## src/rtl/array_frame_master_if.sv

```systemverilog
// Shared types and the handshake bundle for array_frame_master.
// Every port is a sync/notify pair: a transfer happens on a rising clk edge
// where both the sync and the notify signal of that port are 1.

package array_frame_master_pkg;
    typedef logic signed [31:0] int32_t;
    typedef int32_t [4:0] int_5;
endpackage

interface array_frame_master_if;
    import array_frame_master_pkg::*;

    int32_t      elem_in;
    logic        elem_in_sync;
    logic        elem_in_notify;

    int_5        arr_out;
    logic        arr_out_sync;
    logic        arr_out_notify;

    int32_t      res_in;
    logic        res_in_sync;
    logic        res_in_notify;

    int32_t      res_out;
    logic        res_out_sync;
    logic        res_out_notify;

    logic [7:0]  frame_cnt;

    // The block's own view of the bundle.
    modport master (
        input  elem_in, elem_in_sync, arr_out_sync, res_in, res_in_sync, res_out_sync,
        output elem_in_notify, arr_out, arr_out_notify, res_in_notify,
               res_out, res_out_notify, frame_cnt
    );

    // The peer's view: producer of elements, frame consumer, result source and sink.
    modport slave (
        output elem_in, elem_in_sync, arr_out_sync, res_in, res_in_sync, res_out_sync,
        input  elem_in_notify, arr_out, arr_out_notify, res_in_notify,
               res_out, res_out_notify, frame_cnt
    );
endinterface

```

## src/rtl/array_frame_master.sv

```systemverilog
// Collects five scalar elements into a frame, hands the frame to a peer,
// waits for the peer's result and forwards it to a consumer. Each completed
// round trip increments an 8-bit counter. All outputs come straight from
// registers, so no input reaches an output within a cycle.

module array_frame_master
    import array_frame_master_pkg::*;
(
    input  logic                 clk,
    input  logic                 rst,
    array_frame_master_if.master bus
);

    typedef enum logic [1:0] {
        COLLECT,
        SEND,
        WAIT_RESP,
        FORWARD
    } state_t;

    state_t      r_state;
    logic [2:0]  r_idx;
    int_5        r_frame;
    int_5        r_arr_out;
    int32_t      r_res_reg;
    logic [7:0]  r_frame_cnt;
    logic        r_elem_in_notify;
    logic        r_arr_out_notify;
    logic        r_res_in_notify;
    logic        r_res_out_notify;

    int_5        w_frame_next;

    // Frame contents including the element arriving this cycle, so the fifth
    // element can go straight into arr_out on the edge that completes the frame.
    always_comb begin
        // NOTE: assign a full default first so every path writes the whole
        // variable; a partially written always_comb target infers a latch.
        w_frame_next          = r_frame;
        w_frame_next[r_idx]   = bus.elem_in;
    end

    // Handshake FSM: advances on transfers of the port owned by the current state.
    always_ff @(posedge clk or posedge rst) begin
        if (rst) begin
            r_state          <= COLLECT;
            r_idx            <= 3'd0;
            // NOTE: the frame bank is reset along with the control state so a
            // partial frame can never leak into a frame sent after reset.
            r_frame          <= '0;
            r_arr_out        <= '0;
            r_res_reg        <= '0;
            r_frame_cnt      <= 8'd0;
            r_elem_in_notify <= 1'b1;
            r_arr_out_notify <= 1'b0;
            r_res_in_notify  <= 1'b0;
            r_res_out_notify <= 1'b0;
        end else begin
            // NOTE: state is updated with non-blocking assignments so every
            // register samples pre-edge values regardless of statement order.
            case (r_state)
                COLLECT: begin
                    if (bus.elem_in_sync && r_elem_in_notify) begin
                        r_frame <= w_frame_next;
                        if (r_idx == 3'd4) begin
                            r_idx            <= 3'd0;
                            r_arr_out        <= w_frame_next;
                            r_elem_in_notify <= 1'b0;
                            r_arr_out_notify <= 1'b1;
                            r_state          <= SEND;
                        end else begin
                            r_idx <= r_idx + 3'd1;
                        end
                    end
                end
                SEND: begin
                    if (bus.arr_out_sync && r_arr_out_notify) begin
                        r_arr_out_notify <= 1'b0;
                        r_res_in_notify  <= 1'b1;
                        r_state          <= WAIT_RESP;
                    end
                end
                WAIT_RESP: begin
                    if (bus.res_in_sync && r_res_in_notify) begin
                        r_res_reg        <= bus.res_in;
                        r_res_in_notify  <= 1'b0;
                        r_res_out_notify <= 1'b1;
                        r_state          <= FORWARD;
                    end
                end
                FORWARD: begin
                    if (bus.res_out_sync && r_res_out_notify) begin
                        r_frame_cnt      <= r_frame_cnt + 8'd1;
                        r_idx            <= 3'd0;
                        r_res_out_notify <= 1'b0;
                        r_elem_in_notify <= 1'b1;
                        r_state          <= COLLECT;
                    end
                end
                default: begin
                    r_state          <= COLLECT;
                    r_idx            <= 3'd0;
                    r_elem_in_notify <= 1'b1;
                    r_arr_out_notify <= 1'b0;
                    r_res_in_notify  <= 1'b0;
                    r_res_out_notify <= 1'b0;
                end
            endcase
        end
    end

    assign bus.elem_in_notify = r_elem_in_notify;
    assign bus.arr_out        = r_arr_out;
    assign bus.arr_out_notify = r_arr_out_notify;
    assign bus.res_in_notify  = r_res_in_notify;
    assign bus.res_out        = r_res_reg;
    assign bus.res_out_notify = r_res_out_notify;
    assign bus.frame_cnt      = r_frame_cnt;

endmodule

```

## src/flat_wrapper.sv

```systemverilog
// flat-port wrapper written by rule: the top's interface ports become plain ports
module array_frame_master_flat import array_frame_master_pkg::*;
  (clk, rst, bus_elem_in, bus_elem_in_sync, bus_arr_out_sync, bus_res_in, bus_res_in_sync, bus_res_out_sync, bus_elem_in_notify, bus_arr_out, bus_arr_out_notify, bus_res_in_notify, bus_res_out, bus_res_out_notify, bus_frame_cnt);
  array_frame_master_if bus_i ();
  input  logic clk;
  input  logic rst;
  input wire logic [$bits(bus_i.elem_in)-1:0] bus_elem_in;
  input wire logic [$bits(bus_i.elem_in_sync)-1:0] bus_elem_in_sync;
  input wire logic [$bits(bus_i.arr_out_sync)-1:0] bus_arr_out_sync;
  input wire logic [$bits(bus_i.res_in)-1:0] bus_res_in;
  input wire logic [$bits(bus_i.res_in_sync)-1:0] bus_res_in_sync;
  input wire logic [$bits(bus_i.res_out_sync)-1:0] bus_res_out_sync;
  output wire logic [$bits(bus_i.elem_in_notify)-1:0] bus_elem_in_notify;
  output wire logic [$bits(bus_i.arr_out)-1:0] bus_arr_out;
  output wire logic [$bits(bus_i.arr_out_notify)-1:0] bus_arr_out_notify;
  output wire logic [$bits(bus_i.res_in_notify)-1:0] bus_res_in_notify;
  output wire logic [$bits(bus_i.res_out)-1:0] bus_res_out;
  output wire logic [$bits(bus_i.res_out_notify)-1:0] bus_res_out_notify;
  output wire logic [$bits(bus_i.frame_cnt)-1:0] bus_frame_cnt;
  assign bus_i.elem_in = bus_elem_in;
  assign bus_i.elem_in_sync = bus_elem_in_sync;
  assign bus_i.arr_out_sync = bus_arr_out_sync;
  assign bus_i.res_in = bus_res_in;
  assign bus_i.res_in_sync = bus_res_in_sync;
  assign bus_i.res_out_sync = bus_res_out_sync;
  assign bus_elem_in_notify = bus_i.elem_in_notify;
  assign bus_arr_out = bus_i.arr_out;
  assign bus_arr_out_notify = bus_i.arr_out_notify;
  assign bus_res_in_notify = bus_i.res_in_notify;
  assign bus_res_out = bus_i.res_out;
  assign bus_res_out_notify = bus_i.res_out_notify;
  assign bus_frame_cnt = bus_i.frame_cnt;
  array_frame_master u_core (.clk(clk), .rst(rst), .bus(bus_i));
endmodule
```

## config.mk

```make
export PLATFORM = sky130hd
export DESIGN_NAME = array_frame_master_flat
export DESIGN_NICKNAME = d
export VERILOG_FILES = /design/src/rtl/array_frame_master_if.sv /design/src/rtl/array_frame_master.sv /design/src/flat_wrapper.sv
export SDC_FILE = /design/constraint.sdc
export NUM_CORES = 1
export LEC_CHECK = 0
export CORE_MARGIN = 2
export CORE_UTILIZATION = 40
export CTS_BUF_LIST = sky130_fd_sc_hd__clkbuf_16
export CTS_CLUSTER_DIAMETER = 60
export DETAILED_ROUTE_END_ITERATION = 16
export REMOVE_ABC_BUFFERS = 1
export SLEW_MARGIN = 0
export SYNTH_ARGS = -nofsm -noshare
export SYNTH_HDL_FRONTEND = slang
export SYNTH_SLANG_ARGS = --single-unit
```

## constraint.sdc

```tcl
create_clock -name clk -period 26 [get_ports clk]
set_input_delay 7.8 -clock clk [delete_from_list [all_inputs] [get_ports clk]]
set_output_delay 7.8 -clock clk [all_outputs]
set_load 0.05 [all_outputs]
```

### Yosys cells after proc, flatten, opt, wreduce, memory -nomap -nowiden

Index checks and enable logic that the tools add are counted.

* logic and storage cells: 78
* bits of input ports: 70
* bits in registers: 369

* muxes and demuxes: 27
* equal/unequal tests: 9
* add/sub/neg operators: 2
* reduce and logical (&&, ||, !) cells: 20
* magnitude comparators: 2

Operators by type and width (count)
* $bwmux 160: 1
* $demux 32 s3: 1
* $mux 32: 1
* $reduce_and 3->1: 4
* $mux 1: 10
* $mux 2: 5
* $ne 2x1->1 const B: 5
* $mux 3: 3
* $add 8x1->8 const B: 1
* $pmux 1 s2: 4
* $pmux 2 s4: 1
* $reduce_and 4->1: 2
* $reduce_bool 2->1: 4
* $pmux 3 s2: 1
* $reduce_and 2->1: 3
* $logic_and 1x1->1: 5
* $reduce_and 5->1: 1
* $eq 2x2->1 const B: 2
* $lt 3x4->1 const B: 1
* $add 3x1->3 const B: 1
* $eq 3x3->1 const B: 1
* $ge 3x1->1 const B: 1
* $eq 2x1->1 const B: 1
* $logic_not 2->1: 1

### Longest topological paths before layout

Gate-level depths: netlist (run 1).

* depth in word-level cells: 5
* mapped depth: 8

### Least setup slack after synthesis (run 1)

No wires, ideal clock.

* path type: input to register
* from: in bus_elem_in_sync
* to: reg u_core.r_arr_out, in the netlist u_core.bus.arr_out[0]
* stages: 6
* required time: 25875 ps
* setup time: 125 ps
* data arrival time: 8976 ps
* setup slack: 16899 ps
* path through: nand3_2 > clkbuf_1 > nor2_1 > buf_2 > buf_4 > mux2_2

* cells in the longest elaborated chain, start to end: 2

Ends and longest elaborated chain
* start: declaration: line flat_wrapper.sv:8 `input wire logic [$bits(bus_i.elem_in_sync)-1:0] bus_elem_in_sync;`
* $logic_and 1x1->1: line array_frame_master.sv:63 `if (bus.elem_in_sync && r_elem_in_notify) begin`
* $reduce_and 3->1 (no line)
* end signal: assignment: line array_frame_master.sv:67 `r_arr_out <= w_frame_next;`
* end: declaration: line array_frame_master.sv:24 `int_5 r_arr_out;`

No other way between the ends.
A chain may end at the register's enable or synchronous reset.

### Worst setup path after layout (run 1)

* from: in bus_elem_in_sync
* to: reg u_core.r_frame[5] in the netlist's numbering

* cells in the longest elaborated chain, start to end: 2

Ends and longest elaborated chain
* $logic_and 1x1->1: line array_frame_master.sv:63
* $reduce_and 2->1 (no line)
* end signal: assignment: line array_frame_master.sv:64 `r_frame <= w_frame_next;`
* end: declaration: line array_frame_master.sv:23 `int_5 r_frame;`

No other way between the ends.

==> flow_summary.yaml, run 1 <==
pwr:
  peakVddDrop_v: 0.0001040
  switching_share_pct: 29.43
  internal_power_uw: 1060
  p_seq_share_pct: 44.9
  power.density_nw_per_um2: 79.78
  total_leakage_power_uw: 0.008878
  clkPwrFrac_pct: 34.0
  p_sw_uw: 442.3
  p_total_uw: 1503
  p_comb_share_pct: 21.1
critical_path:
  worstPathCellList: "clkdlybuf4s50_1, nand3_2, buf_4, or4_2, buf_4, mux2_4"
  crit_path_end_kind: "flop"
  critPathMaxStageDelay_ns: 0.95
  r2r-end: "u_core.r_frame[5]$_DFFE_PP0P_"
  rr_startpoint: "u_core.r_state[0]$_DFFE_PP0P_"
  critPathMaxFanout: 44
  cp_data_arrival_time_ns: 10.44
  start_kind: "input pin"
  cp_common_cell: "buf_4"
  regToRegSetupSlack_ns: 22.95
  cpMaxStageDelayCell: "or4_2"
  worst-r2r-cell-count: 7
  crit_required_ns: 26.40
  worstSetupPathType: "input pin to flop"
routing:
  wirelength_um: 32620
  drc_errors: 0
  via_per_inst: 4.998
  dr.pass1.iters: 4
  routed-via-count: 8411
  ant_nets: 0
  wire_per_inst_um: 19.38
  first_iter_violations: 303
sta:
  rsz0062_at_grt: "no"
  setup_violations: 0
  slew_violations: 0
  fin_tns_setup_ns: 0
  slew_headroom_pct: 25.18
  worst_pin_slew_ns: 1.120
  fin_worst_skew_ns: 0.01832
  fmax_mhz: 99.63
  post-route-period-util_pct: 38.61
  hold_violations: 0
  fin_crit_ns: 10.04
global_route:
  use_met3_pct: 5.618
  antenna_found_initial: 0
  gr-usage-met2_pct: 27.55
  grt_busiest_layer: "met2"
  overflow: 0
  grt_max_degree: 172
  grt_pass1_vias: 8903
  grtUsageMet1_pct: 23.99
  grt_pass1_wl_um: 52610
  grt_usage_pct: 17.52
synthesis:
  synth_most_common_cell: "dfrtp_1"
  syn_area_um2: 14440
  synth-seq-cells: 369
  ys_types: 38
  synth_top_area_share_pct: 63.76
  synth.avg_cell_area_um2: 15.79
  synthFlopType: "dfrtp_1"
  synth_edf_count: 0
  synthCells: 915
  synth_common_cells: "368 x dfrtp_1, 285 x mux2_2, 68 x o21ai_0"
  yosysWarnings: 0
  ys_seq_area_share_pct: 63.94
  synth_top_area_cell: "dfrtp_1"
  synth_area_leaders: "dfrtp_1 64%, mux2_2 22%, mux2_4 3.1%"
  postSynth.asyncResetShare_pct: 100.0
clock_network:
  holdBufCountCts: 0
  clk-insertion-delay-late_ns: 0.53
  clock-sinks: 369
  root_buffer: "clkbuf_16"
  numCtsBuffers: 41
  post-cts-setup-buffers: 0
  cts.path.max_buffers: 3
  cts.htree.levels: 2
  cts-resized-gates: 0
  clk_pin_slew_ns: 0.06
  cts_tree: "built"
placed_design:
  gp_congestion: 0.7328
  io_buffer_count: 273
  hpwl_um: 20300
  numPlacedInstances: 1613
cells_and_area:
  multiInputGateArea_um2: 4941
  diodes: 0
  nNetsFinal: 1273
  ff_latch_area_um2: 9235
  syn_to_final_growth_pct: 30.40
  layout.cells.non_filler: 1683
  nFillCells: 3052
  drive_gt1_share_pct: 32.32
floorplanning:
  initial_core_util_pct: 40.61
  dieArea_um2: 37650
  die_width_um: 194.0
  rows: 69
  ios: 274
  core_um2: 35570
  die_h_um: 194.0
run_status:
  status: "finished, final reports clean"
worst_hold_path:
  hp-start: "u_core.bus.frame_cnt[7]$_DFFE_PP0P_"
  hold_path_depth: 1
  whs_endpoint: "u_core.bus.frame_cnt[7]$_DFFE_PP0P_"
  hp-class: "flop to flop"
run:
  cap_violations: 0
==> flip-flops by register name, indices dropped and copies added (netlist names) <==
name / cells
u_core.bus.frame_cnt: 8
u_core.bus.res_out_notify: 1
u_core.r_idx: 3
u_core.r_frame: 160
u_core.bus.elem_in_notify: 1
u_core.r_state: 2
u_core.bus.res_out: 32
u_core.bus.arr_out_notify: 1
u_core.bus.res_in_notify: 1
u_core.bus.arr_out: 160
==> worst max-delay path, delay by kind of cell <==
kind,cells,cell delay [ns]
buffers and inverters,3,1.24
and+or+nand+nor,2,1.03
muxes,1,0.34
==> per-stage QoR <==
step | setup WS [ns] | hold slack [ns] | utilization [%] | area, um2
2_1_floorplan | 7.956 | 0.4522 | - | 14160
3_3_place_gp | 15.46 | 0.4581 | 49.63 | 17650
3_5_place_dp | 15.42 | 0.4622 | 49.63 | 17650
4_1_cts | 15.97 | 0.4695 | 52.95 | 18830
5_1_grt | 15.86 | 0.4962 | 52.95 | 18830
6_report | 15.96 | 0.4647 | 52.95 | 18830
==> final cells by class <==
cell class                      instances  area share (%)
Sequential cell                       369           49.03
Inverter                                9          0.2192
Clock inverter                         29          0.8304
Clock buffer                           41           5.447
Timing Repair Buffer                  288           15.17
Multi-Input combinational cell        486           26.23
Tap cell                              461           3.063
==> cells in the final DEF (no fill, tap or decap), types with 3 or more instances in the layout <==
cell type	instances
nor4_4	3
clkdlybuf4s50_1	273
o21ai_0	68
nor4b_1	3
a31oi_1	3
nand4_1	4
nand2_1	5
mux2i_1	33
a21o_1	3
inv_6	3
nand3_1	3
clkinv_2	6
mux2_4	30
inv_1	20
clkbuf_16	41
buf_4	14
a21boi_0	3
mux2_1	7
mux2_2	285
xor2_1	5
clkinv_1	6
ha_1	8
nor2_1	4
dfrtp_1	368
==> layer usage <==
layer | part of all wire, % | vias to the layer above
li1 | - | 3818
met1 | 45 | 4354
met2 | 46 | 200
met3 | 7.3 | 39
met4 | 1.5 | 0
met5 | 0 | -
==> cell families after synthesis <==
| logic type | share of synthesized area, % |
|---|---|
| muxes | 28.17 |
| xor gates and xnor gates | 0.4245 |
| AOI/OAI and AO/OA | 3.058 |
| DFF | 63.94 |
| and+or+nand+nor | 1.516 |
| buffers and inverters | 2.200 |
| adders and majority gates | 0.6930 |
==> worst max-delay path by stage <==
stage / start / end / slack (ns) / cells past startpoint
finish: bus_elem_in_sync / u_core.r_frame[5]$_DFFE_PP0P_ / 15.96 / 6
global route: bus_elem_in_sync / u_core.bus.arr_out[117]$_DFFE_PP0P_ / 15.86 / 6
CTS: bus_elem_in_sync / u_core.r_frame[1]$_DFFE_PP0P_ / 15.97 / 6
detailed placement: bus_elem_in_sync / u_core.r_frame[19]$_DFFE_PP0P_ / 15.42 / 6
global placement: bus_elem_in_sync / u_core.r_frame[18]$_DFFE_PP0P_ / 15.46 / 6
floorplan: rst / u_core.bus.arr_out[0]$_DFFE_PP0P_ / 7.96 / 1
==> power groups by stage <==
stage	registers, uW	clock network [uW]	logic, uW
after floorplan	784	0	114
after global placement	683	0	317
after detailed placement	685	0	321
after CTS	675	528	321
after global routing	684	554	336
final	675	510	317
Note: power is estimated with default switching activity, not from simulation.
==> run 2: changes to the inputs <==
==> constraint.sdc (replaced) <==
create_clock -name clk -period 9.9 [get_ports clk]
set_input_delay 2.97 -clock clk [delete_from_list [all_inputs] [get_ports clk]]
set_output_delay 2.97 -clock clk [all_outputs]
set_load 0.05 [all_outputs]
==> run 2 against run 1 <==
Net effect: final cell count grew 0.12%; clock skew grew 0.00087 ns; sequential cell count is the same; first-iteration DRC count grew 22%; clock power grew to 2.7 times the previous value; via count grew 0.69%; non-clock buffer count is the same; clock-buffer cell count grew 1; critical path depth is the same; worst hold slack gained 0.0034 ns; routed wire length grew 0.76%; critical path type unchanged.
==> flow_summary.yaml, run 2 (same netlist as run 1, synthesis figures left out) <==
run_status:
  status: "finished, final reports clean"
sta:
  setup_violations: 0
  post-route-period-util_pct: 51.78
  fin_worst_skew_ns: 0.01920
  slew_violations: 0
  worst_slack_ns: 4.774
  slew_headroom_pct: 25.46
  hold_violations: 0
  fin_crit_ns: 5.126
  fmax_mhz: 195.1
  rsz0062_at_grt: "no"
  holdWs_ns: 0.4681
  worst_pin_slew_ns: 1.116
critical_path:
  worstPathCellList: "clkdlybuf4s50_1, nand3_2, buf_4, or2_2, buf_4, mux2_2"
  cpMaxStageDelayCell: "or2_2"
  worstSetupPathType: "input pin to flop"
  cp_top_family: "buffers and inverters"
  crit_path_end_kind: "flop"
  cp_common_cell: "buf_4"
  start_kind: "input pin"
  cp_data_arrival_time_ns: 5.54
  critPathMaxStageDelay_ns: 0.60
  regToRegSetupSlack_ns: 6.63
  worst-path-buf-inv: 3
  critPathMaxFanout: 44
  crit_required_ns: 10.31
routing:
  routed-via-count: 8469
  dr.pass1.iters: 4
  wire_per_inst_um: 19.50
  wirelength_um: 32860
  drc_errors: 0
  via_per_inst: 5.026
  ant_nets: 0
  first_iter_violations: 371
clock_network:
  root_buffer: "clkbuf_16"
  cts.path.max_buffers: 3
  cts.htree.levels: 2
  clk_pin_slew_ns: 0.06
  post-cts-setup-buffers: 0
  cts-resized-gates: 0
  clock-sinks: 369
  cts_tree: "built"
  holdBufCountCts: 0
  numCtsBuffers: 42
  clk-insertion-delay-late_ns: 0.54
global_route:
  grt_pass1_vias: 9079
  grt_usage_pct: 17.77
  overflow: 0
  grt_max_degree: 182
  antenna_found_initial: 0
  grt_pass1_wl_um: 53420
floorplanning:
  die_width_um: 194.0
  rows: 69
  die_h_um: 194.0
  core_um2: 35570
  ios: 274
  dieArea_um2: 37650
  initial_core_util_pct: 40.61
cells_and_area:
  diodes: 0
  layout.cells.non_filler: 1685
  syn_to_final_growth_pct: 30.54
  multiInputGateArea_um2: 4941
  drive_gt1_share_pct: 32.19
  nNetsFinal: 1274
  ff_latch_area_um2: 9235
  layout_commonest_cell: "dfrtp_1"
  mostFrequentLayoutCells: "368 x dfrtp_1, 285 x mux2_2, 273 x clkdlybuf4s50_1"
  nFillCells: 3023
placed_design:
  gp_congestion: 0.7403
  numPlacedInstances: 1613
  hpwl_um: 20510
  place_ws_ns: 4.186
  io_buffer_count: 273
pwr:
  p_total_uw: 3969
  total_leakage_power_uw: 0.008882
  p_sw_uw: 1168
  peakVddDrop_v: 0.0001952
  power.density_nw_per_um2: 210.5
  switching_share_pct: 29.42
  p_seq_share_pct: 44.6
  internal_power_uw: 2801
  p_comb_share_pct: 21.1
  clkPwrFrac_pct: 34.4
worst_hold_path:
  hp-class: "flop to flop"
run:
  cap_violations: 0
run 2: final cells by class:
class	count	share of cell area, %
clock inverters	30	0.8096
multi-input cells	486	26.20
clock buffers	42	5.574
repair buffers	288	15.16
inverters	9	0.2190
flip-flops and latches	369	48.98
well taps	461	3.059
run 2: power groups by stage:
stage	logic, uW	clock network (uW)	registers [uW]
global route	884	1480	1790
floorplan	298	0	2060
CTS	846	1410	1770
detailed placement	844	0	1800
global placement	833	0	1790
finish	836	1360	1770
run 2: path summary, 6_finish.rpt:
check,startpoint,to,cells after the start
max in group asynchronous,rst,u_core.bus.arr_out[147]$_DFFE_PP0P_,3
min,u_core.bus.frame_cnt[7]$_DFFE_PP0P_,u_core.bus.frame_cnt[7]$_DFFE_PP0P_,1
max,bus_elem_in_sync,u_core.bus.arr_out[123]$_DFFE_PP0P_,6
min reg2reg,u_core.bus.frame_cnt[7]$_DFFE_PP0P_,u_core.bus.frame_cnt[7]$_DFFE_PP0P_,1
max reg2reg,u_core.r_idx[0]$_DFFE_PP0P_,u_core.bus.arr_out[123]$_DFFE_PP0P_,6
min in group asynchronous,rst,u_core.bus.arr_out[46]$_DFFE_PP0P_,2
run 2: layer usage:
layer / GRT usage, % / routed length [um] / up-vias
met5: 0 / 0 / -
met3: 6.088 / 2488 / 39
met2: 27.24 / 14890 / 213
met1: 24.47 / 15030 / 4391
met4: 4.012 / 453 / 0
li1: - / - / 3826
run 2: per-stage QoR:
step	cell area [um2]	util, %	setup TNS [ns]
after global routing	18860	53.01	0
after global placement	17650	49.63	0
after detailed placement	17650	49.63	0
after floorplan	14160	-	-1219.86
after CTS	18860	53.01	0
final	18860	53.01	0
